**config.mk**
```make
export PLATFORM = sky130hd
export DESIGN_NAME = lshifdown_rx_filter_flat
export DESIGN_NICKNAME = d
export VERILOG_FILES = /design/src/rtl/lshifdown_rx_filter_pkg.sv /design/src/rtl/lshifdown_rx_filter_if.sv /design/src/rtl/lshifdown_rx_filter_bit_filter.sv /design/src/rtl/lshifdown_rx_filter.sv /design/src/flat_wrapper.sv
export SDC_FILE = /design/constraint.sdc
export NUM_CORES = 1
export LEC_CHECK = 0
export ABC_CLOCK_PERIOD_IN_PS = 1700
export CORE_MARGIN = 4
export CORE_UTILIZATION = 51
export DETAILED_ROUTE_END_ITERATION = 16
export PLACE_DENSITY = 0.77
export SETUP_SLACK_MARGIN = 0.15
export SYNTH_ARGS = -nofsm -noshare
export SYNTH_HDL_FRONTEND = slang
export SYNTH_SLANG_ARGS = --single-unit
```
**constraint.sdc**
```tcl
create_clock -name clk -period 1.7 [get_ports clk]
set_clock_uncertainty 0.05 [all_clocks]
set_input_delay 0.425 -clock clk [delete_from_list [all_inputs] [get_ports clk]]
set_output_delay 0.425 -clock clk [all_outputs]
set_load 0.005 [all_outputs]
```
**src/rtl/lshifdown_rx_filter_pkg.sv**
```systemverilog
// Package shared by the lshifdown receive-filter slice.
//   LSHIFT_IDLE   : resolved level of an idle (floating, pulled-up) line
//   clog2()       : ceiling log2, used to size the per-line filter counter
//   params_legal(): legal-range check on SYNC_STAGES / FILT_CYCLES
package lshifdown_rx_filter_pkg;

  // An lshifdown output only ever pulls low; the pull-up resolves the float to 1.
  localparam logic LSHIFT_IDLE = 1'b1;

  localparam int SYNC_STAGES_MIN = 2;
  localparam int SYNC_STAGES_MAX = 4;
  localparam int FILT_CYCLES_MIN = 1;

  function automatic int clog2(input int value);
    int r;
    r = 0;
    while ((1 << r) < value) begin
      r = r + 1;
    end
    return r;
  endfunction

  function automatic bit params_legal(input int sync_stages, input int filt_cycles);
    return (sync_stages >= SYNC_STAGES_MIN) && (sync_stages <= SYNC_STAGES_MAX) &&
           (filt_cycles >= FILT_CYCLES_MIN);
  endfunction

endpackage

```
**src/rtl/lshifdown_rx_filter_if.sv**
```systemverilog
// Interface bundling the receive-filter bus.
//   a        : resolved lshifdown lines (asynchronous to clk)
//   y        : filtered level per line
//   rose/fell: one-cycle edge pulses on y
//   evt_*    : sticky change-event record and its acknowledge
// modport slave is used by the filter; modport master by whoever drives the lines.
interface lshifdown_rx_filter_if #(
  parameter int WIDTH = 4
);
  logic [WIDTH-1:0] a;
  logic [WIDTH-1:0] y;
  logic [WIDTH-1:0] rose;
  logic [WIDTH-1:0] fell;
  logic [WIDTH-1:0] evt_mask;
  logic             evt_vld;
  logic             evt_ovf;
  logic             evt_ack;

  modport master (
    output a, evt_ack,
    input  y, rose, fell, evt_mask, evt_vld, evt_ovf
  );

  modport slave (
    input  a, evt_ack,
    output y, rose, fell, evt_mask, evt_vld, evt_ovf
  );
endinterface

```
**src/rtl/lshifdown_rx_filter_bit_filter.sv**
```systemverilog
// One receive line: synchronizer chain, persistence filter and edge pulses.
//   clk   : core clock
//   rst_n : asynchronous active-low reset
//   a     : raw resolved line, asynchronous to clk
//   y     : filtered level (idle 1)
//   rose  : one-cycle pulse, y went 0->1
//   fell  : one-cycle pulse, y went 1->0
//   chg   : y updates on the coming edge (feeds the event record in the top)
// A new synchronized level must be seen on FILT_CYCLES consecutive edges
// before y takes it; any return to the current y restarts the count.
module lshifdown_rx_filter_bit_filter
  import lshifdown_rx_filter_pkg::*;
#(
  parameter int SYNC_STAGES = 2,
  parameter int FILT_CYCLES = 4
) (
  input  logic clk,
  input  logic rst_n,
  input  logic a,
  output logic y,
  output logic rose,
  output logic fell,
  output logic chg
);

  localparam int CNT_W = clog2(FILT_CYCLES) + 1;
  localparam logic [CNT_W-1:0] CNT_LAST = CNT_W'(FILT_CYCLES - 1);

  logic [SYNC_STAGES-1:0] sync_reg;
  logic [CNT_W-1:0]       cnt_reg;
  logic [CNT_W-1:0]       cnt_next;
  logic                   y_reg;
  logic                   y_next;
  logic                   rose_reg;
  logic                   fell_reg;
  logic                   s;

  assign s = sync_reg[SYNC_STAGES-1];

  always_ff @(posedge clk or negedge rst_n) begin
    if (!rst_n) begin
      sync_reg <= {SYNC_STAGES{LSHIFT_IDLE}};
      cnt_reg  <= '0;
      y_reg    <= LSHIFT_IDLE;
      rose_reg <= 1'b0;
      fell_reg <= 1'b0;
    end else begin
      sync_reg <= {sync_reg[SYNC_STAGES-2:0], a};
      cnt_reg  <= cnt_next;
      y_reg    <= y_next;
      // On an update y_next equals s, so s gives the direction of the change.
      rose_reg <= chg & s;
      fell_reg <= chg & ~s;
    end
  end

  always_comb begin
    cnt_next = cnt_reg;
    y_next   = y_reg;
    if (s == y_reg) begin
      cnt_next = '0;
    end else if (cnt_reg == CNT_LAST) begin
      y_next   = s;
      cnt_next = '0;
    end else begin
      cnt_next = cnt_reg + 1'b1;
    end
  end

  assign chg  = (y_next != y_reg);
  assign y    = y_reg;
  assign rose = rose_reg;
  assign fell = fell_reg;

endmodule

```
**src/rtl/lshifdown_rx_filter.sv**
```systemverilog
// Receive stage behind the lshifdown level shifters.
//   clk   : core clock, all flops rising-edge
//   rst_n : asynchronous active-low reset
//   bus   : lshifdown_rx_filter_if.slave (a, evt_ack in; y, rose, fell,
//           evt_vld, evt_mask, evt_ovf out)
// WIDTH independent lines are each filtered by a bit-filter instance; this
// level only keeps the sticky event record (mask of changed lines plus an
// overflow flag for a line that changed again before being acknowledged).
module lshifdown_rx_filter
  import lshifdown_rx_filter_pkg::*;
#(
  parameter int WIDTH       = 4,
  parameter int SYNC_STAGES = 2,
  parameter int FILT_CYCLES = 4
) (
  input  logic                  clk,
  input  logic                  rst_n,
  lshifdown_rx_filter_if.slave  bus
);

  if (!params_legal(SYNC_STAGES, FILT_CYCLES)) begin : g_param_error
    $error("lshifdown_rx_filter: SYNC_STAGES must be 2..4 and FILT_CYCLES >= 1");
  end

  logic [WIDTH-1:0] y_w;
  logic [WIDTH-1:0] rose_w;
  logic [WIDTH-1:0] fell_w;
  logic [WIDTH-1:0] chg_w;

  for (genvar gi = 0; gi < WIDTH; gi++) begin : g_line
    lshifdown_rx_filter_bit_filter #(
      .SYNC_STAGES (SYNC_STAGES),
      .FILT_CYCLES (FILT_CYCLES)
    ) u_bit_filter (
      .clk   (clk),
      .rst_n (rst_n),
      .a     (bus.a[gi]),
      .y     (y_w[gi]),
      .rose  (rose_w[gi]),
      .fell  (fell_w[gi]),
      .chg   (chg_w[gi])
    );
  end

  logic [WIDTH-1:0] evt_mask_reg;
  logic [WIDTH-1:0] evt_mask_next;
  logic             evt_ovf_reg;
  logic             evt_ovf_next;
  logic             evt_vld;
  logic             ack_ok;

  // Valid is a pure function of the registered mask, so no path from a.
  assign evt_vld = |evt_mask_reg;
  assign ack_ok  = bus.evt_ack & evt_vld;

  always_ff @(posedge clk or negedge rst_n) begin
    if (!rst_n) begin
      evt_mask_reg <= '0;
      evt_ovf_reg  <= 1'b0;
    end else begin
      evt_mask_reg <= evt_mask_next;
      evt_ovf_reg  <= evt_ovf_next;
    end
  end

  // A change landing on the acknowledge edge seeds the new mask rather than
  // being cleared with the old one.
  always_comb begin
    evt_mask_next = evt_mask_reg | chg_w;
    evt_ovf_next  = evt_ovf_reg | (|(evt_mask_reg & chg_w));
    if (ack_ok) begin
      evt_mask_next = chg_w;
      evt_ovf_next  = 1'b0;
    end
  end

  assign bus.y        = y_w;
  assign bus.rose     = rose_w;
  assign bus.fell     = fell_w;
  assign bus.evt_mask = evt_mask_reg;
  assign bus.evt_vld  = evt_vld;
  assign bus.evt_ovf  = evt_ovf_reg;

endmodule

```
**src/flat_wrapper.sv**
```systemverilog
// flat-port wrapper written by rule: the top's interface ports become plain ports
module lshifdown_rx_filter_flat import lshifdown_rx_filter_pkg::*;
#(
  parameter int WIDTH       = 4,
  parameter int SYNC_STAGES = 2,
  parameter int FILT_CYCLES = 4
)
  (clk, rst_n, bus_a, bus_evt_ack, bus_y, bus_rose, bus_fell, bus_evt_mask, bus_evt_vld, bus_evt_ovf);
  lshifdown_rx_filter_if #(.WIDTH(WIDTH)) bus_i ();
  input  logic clk;
  input  logic rst_n;
  input wire logic [$bits(bus_i.a)-1:0] bus_a;
  input wire logic [$bits(bus_i.evt_ack)-1:0] bus_evt_ack;
  output wire logic [$bits(bus_i.y)-1:0] bus_y;
  output wire logic [$bits(bus_i.rose)-1:0] bus_rose;
  output wire logic [$bits(bus_i.fell)-1:0] bus_fell;
  output wire logic [$bits(bus_i.evt_mask)-1:0] bus_evt_mask;
  output wire logic [$bits(bus_i.evt_vld)-1:0] bus_evt_vld;
  output wire logic [$bits(bus_i.evt_ovf)-1:0] bus_evt_ovf;
  assign bus_i.a = bus_a;
  assign bus_i.evt_ack = bus_evt_ack;
  assign bus_y = bus_i.y;
  assign bus_rose = bus_i.rose;
  assign bus_fell = bus_i.fell;
  assign bus_evt_mask = bus_i.evt_mask;
  assign bus_evt_vld = bus_i.evt_vld;
  assign bus_evt_ovf = bus_i.evt_ovf;
  lshifdown_rx_filter #(.WIDTH(WIDTH), .SYNC_STAGES(SYNC_STAGES), .FILT_CYCLES(FILT_CYCLES)) u_core (.clk(clk), .rst_n(rst_n), .bus(bus_i));
endmodule
```
* Word level (Yosys, flattened, before mapping)
Cells that the tools add are included.
** Word-level totals
- Register bits :: 37
- Input port bits :: 7
- Output and inout port bits :: 18
- Logic and storage cells :: 74
** Cells by class
- Add/sub/neg operators :: 4
- Equality and inequality tests :: 12
- Mux-type cells :: 18
- Bitwise operators :: 16
- Reduce and logical (&&, ||, !) cells :: 2
** Operators with widths (count)
- $mux W3 :: 8
- $add A3 B1 Y3 const B :: 4
- $eq A3 B2 Y1 const B :: 4
- $and A1 B1 Y1 :: 9
- $mux W1 :: 9
- $reduce_or A4 Y1 :: 2
- $and A4 B4 Y4 :: 1
- $eq A1 B1 Y1 :: 4
- $mux W4 :: 1
- $ne A1 B1 Y1 :: 4
- $not A1 Y1 :: 4
- $or A4 B4 Y4 :: 1
- $or A1 B1 Y1 :: 1

* Logic depth before layout (Yosys ltp)
- Depth in word-level cells :: 8
- Depth in mapped cells :: 4
- Mapped depth without buffers :: 4

* By module
From an unflattened synthesis, not the netlist that was laid out.
** Unflattened totals
- Cells, all modules :: 87
- Area total of the unflattened synthesis :: 1372.6 um^2
** Modules (own cells, without submodules)
- lshifdown_rx_filter_bit_filter at u_core.g_line[1].u_bit_filter ... :: instances 3, cells each 18, area an instance 292.8 um^2, sequential area each 203.9 um^2
- lshifdown_rx_filter_bit_filter at u_core.g_line[0].u_bit_filter :: instances 1, cells each 19, area an instance 295.3 um^2, sequential area each 203.9 um^2
- lshifdown_rx_filter :: instances 1, cells each 14, area an instance 198.9 um^2, sequential area each 125.1 um^2

* Worst setup path before layout
OpenSTA, ideal clock, no wires.
- Path type :: register to output
- Start point :: reg u_core.evt_mask_reg[1], in the netlist u_core.bus.evt_mask[1]
- End point :: out bus_evt_vld
- Data arrival time :: 0.928 ns
- Data required time :: 1.225 ns
- Slack :: 0.297 ns
- Cell stages (with the launch flop) :: 2
- Path buffers :: 0
- Cell sequence :: dfrtp_1 > or4_4
** On the way
- Cells in the longest elaborated chain, start to end :: 1
** RTL lines
- start: declaration :: RTL line lshifdown_rx_filter.sv:45 : logic [WIDTH-1:0] evt_mask_reg;
- start signal: assignment :: RTL line lshifdown_rx_filter.sv:61 : evt_mask_reg <= evt_mask_next;
- $reduce_or A4 Y1 :: RTL line lshifdown_rx_filter.sv:53 : assign evt_vld = |evt_mask_reg;
- end: declaration :: RTL line flat_wrapper.sv:18 : output wire logic [$bits(bus_i.evt_vld)-1:0] bus_evt_vld;
No other way between the ends.

* Worst setup path after layout
Ends and elaborated chain as after synthesis.

==> results.md <==
- Residual DRC: 0
- Wire length of the first global-routing pass: 4440 microns
- Worst slew slack as a fraction of its limit: 75.7%
- Worst-skew pair later-pin latency: 0.33 ns
- Most used standard cell by instance count after synthesis: dfrtp_1
- Post-cts hold buffer count: 0
- Deepest clock path buffer count: 2
- Crit Path Class: reg -> out
- Via count: 930
- Number of global-route vias before repair: 946
- Half-perimeter wire length after detailed placement: 1850 microns
- Final routed wire length divided by cell count: 14.7 microns
- Worst hold slack across all endpoints: 0.311 ns
- Overall routing resource usage: 17.0%
- Critical Path RT: 1.22 ns
- Ratio of final minimum period to clock period: 112%
- Critical path arrival: 1.42 ns
- Number of enable-type register cells in the synthesized netlist: 0
- Clock Tree Root: clkbuf_4
- Synthesis-to-finish area growth: 23.5%
- Share of final-layout standard cells stronger than drive strength 1: 27.6%
- PortBufs: 24
- Clock tree from TritonCTS: yes
- Largest fanout of any net on the critical path: 2
- Clk pin slew, worst setup/hold paths: 0.10 ns
- Finish-stage setup viols: 2
- Total Neg Setup Slack: -0.273 ns
- Flip-flop and latch count after synthesis: 37
- Worst Slack Setup Final: -0.200 ns
- Number of rows created at floorplan: 19
- Synth Net Count: 130
- Setup repair after global routing missed its margin: yes
- Largest cells by area after synthesis: dfrtp_1, dfstp_2, buf_4
- Synth Flop Type: dfrtp_1
- Number of clock buffers inserted by TritonCTS: 5
- Number of antenna violations at the first check in global routing: 0
- Overall power: 0.00245 W
- Hold Violations, Final: 0
- Slew at the pin closest to its max-slew limit: 0.363 ns
- Yosys top cell by area: dfrtp_1
- Type of the worst min-delay path: reg -> reg
- H-tree level count: 2
- Most common library cells after synthesis: dfrtp_1, nand2_1, buf_4, dfstp_2, nor3b_1
- Part of the Yosys area used for sequential elements: 64.4%
- Final max-slew violation count: 0
- Number of distinct library cells after synthesis: 23
- Core Util, Final: 65.4%
- Number of search-and-repair iterations in the first detailed-routing pass: 4
- Effective utilization at floorplan: 53.0%
- Syn avg cell area: 12.3 sq um
- CP Cell Sequence: or4_4, buf_6
- Leakage Power: 0.913 nW
- Syn Inst Count: 119
- Netlist area before placement: 0.00146 sq mm
- Min Clock Period, post-route: 1.90 ns
- Cell with the biggest individual delay on the critical path: or4_4
- Maximum resistive drop on vdd: 1.05 mV
- Share of the synthesized area in the top cell type: 42.8%
- Final antenna-violating net count: 0
- Boundary Pins: 25
- Highest cell delay on the worst timing path: 0.56 ns
- Number of violations of the max-capacitance limit: 0
- Leftover overflow at the end of global routing: 0
- Final weighted congestion of routability-driven global placement: 0.752
- Clock sink total: 37
- Maximum clock rate: 0.526 GHz
- Flip-flop count of the largest register, all copies and words added: 12
- Largest net degree at the start of global routing: 38
- Placeable core region: 0.00276 sq mm
- Die H: 61.5 microns
- Pwr dens: 1360 mW/mm^2
- Crit start category: register
- Yosys synthesis warning count: 0
- Post-synthesis async set-or-reset flop share: 100%
- Category of the worst setup path capture point: primary output
- Die extent in x: 61.5 microns
- Violations in the final reports: setup timing
- Number of inserted diodes: 0
- DR iter-0 viols: 28
- Status: finished with violations
- Via-to-Cell Ratio: 5.08
- # nets final: 162
- Die Area: 0.00379 sq mm
- Final wirelength: 2700 microns
cells by family after synthesis:
family | synth area share, %
AND/OR/NAND/NOR | 19.5
flip-flops | 64.4
buffers and inverters | 7.19
AO/OA/AOI/OAI | 2.48
XOR/XNOR | 3.00
adder cells (fa/ha/maj) | 3.42
power breakdown:
group	total, W	internal (W)	leakage (nW)	switching, W
clock	0.000424	0.000158	0.0320	0.000266
sequential	0.00118	0.00109	0.465	0.0000981
combinational	0.000843	0.000448	0.416	0.000395
total	0.00245	0.00169	0.913	0.000759
worst max-delay path: cells and delay by family, from the launching register on:
kind	cells	cell delay, ns
DFF	1	0.40
buffers and inverters	1	0.14
and+or+nand+nor	1	0.56
timing repair:
action                                  4_1_cts  5_1_grt
setup buffers                                 7        1
resized for setup                            48        4
endpoints found under the setup margin       18        7
endpoints found under the hold margin         0        0
area by class of cell:
type	count	area (sq um)
fill	202	953
sequential	37	941
multi-input combinational	66	415
timing repair buffer	37	343
clock buffer	6	41.3
tap	31	38.8
inverter	4	15.0
clock inverter	2	10.0
per-layer routing:
metal	vias to the layer above	wire length (microns)	share of wire (%)	global-route usage [%]
met5	-	0	0	0
met4	0	31	1.1	6.67
met3	4	171	6.3	6.50
met2	26	1400	52	28.1
met1	457	1090	40	19.8
li1	443	-	-	-
placed cells by master, fill, tap and decap left out, drive strengths merged:
cell / instances
dfstp: 12
a31oi: 1
nor3b: 9
clkinv: 2
buf: 19
dfrtp: 25
nor2b: 4
o22ai: 1
nor2: 3
clkdlybuf4s50: 6
and3: 3
and3b: 3
inv: 4
dlygate4sd2: 8
nand2b: 4
a41oi: 1
o21ai: 3
xnor2: 1
nand3: 3
nor3: 1
ha: 4
or4: 1
and2: 2
clkbuf: 8
xor2: 4
nand2: 18
clkdlybuf4s15: 2
metrics by stage:
| step | std cells | worst slack, ns | instance area (sq um) |
|---|---|---|---|
| after floorplan | 119 | 0.297 | 1460 |
| after global placement | 167 | -0.122 | 1700 |
| after detailed placement | 167 | -0.140 | 1700 |
| after CTS | 182 | -0.188 | 1800 |
| after global routing | 183 | -0.246 | 1800 |
| final | 183 | -0.200 | 1800 |
worst paths after layout:
| check | start | endpoint | slack [ns] | depth (start not counted) |
|---|---|---|---|---|
| max reg2reg | u_core.g_line[1].u_bit_filter.y | u_core.bus.evt_ovf | 0.27 | 4 |
| min | u_core.g_line[2].u_bit_filter.sync_reg[0] | u_core.g_line[2].u_bit_filter.sync_reg[1] | 0.31 | 0 |
| max | u_core.bus.evt_mask[1] | bus_evt_vld | -0.20 | 2 |
| min in group asynchronous | rst_n | u_core.g_line[3].u_bit_filter.cnt_reg[2] | 0.40 | 2 |
| max in group asynchronous | rst_n | u_core.g_line[0].u_bit_filter.y | 0.95 | 2 |
| min reg2reg | u_core.g_line[2].u_bit_filter.sync_reg[0] | u_core.g_line[2].u_bit_filter.sync_reg[1] | 0.31 | 0 |
No activity file was read; power rests on OpenSTA's default activity.
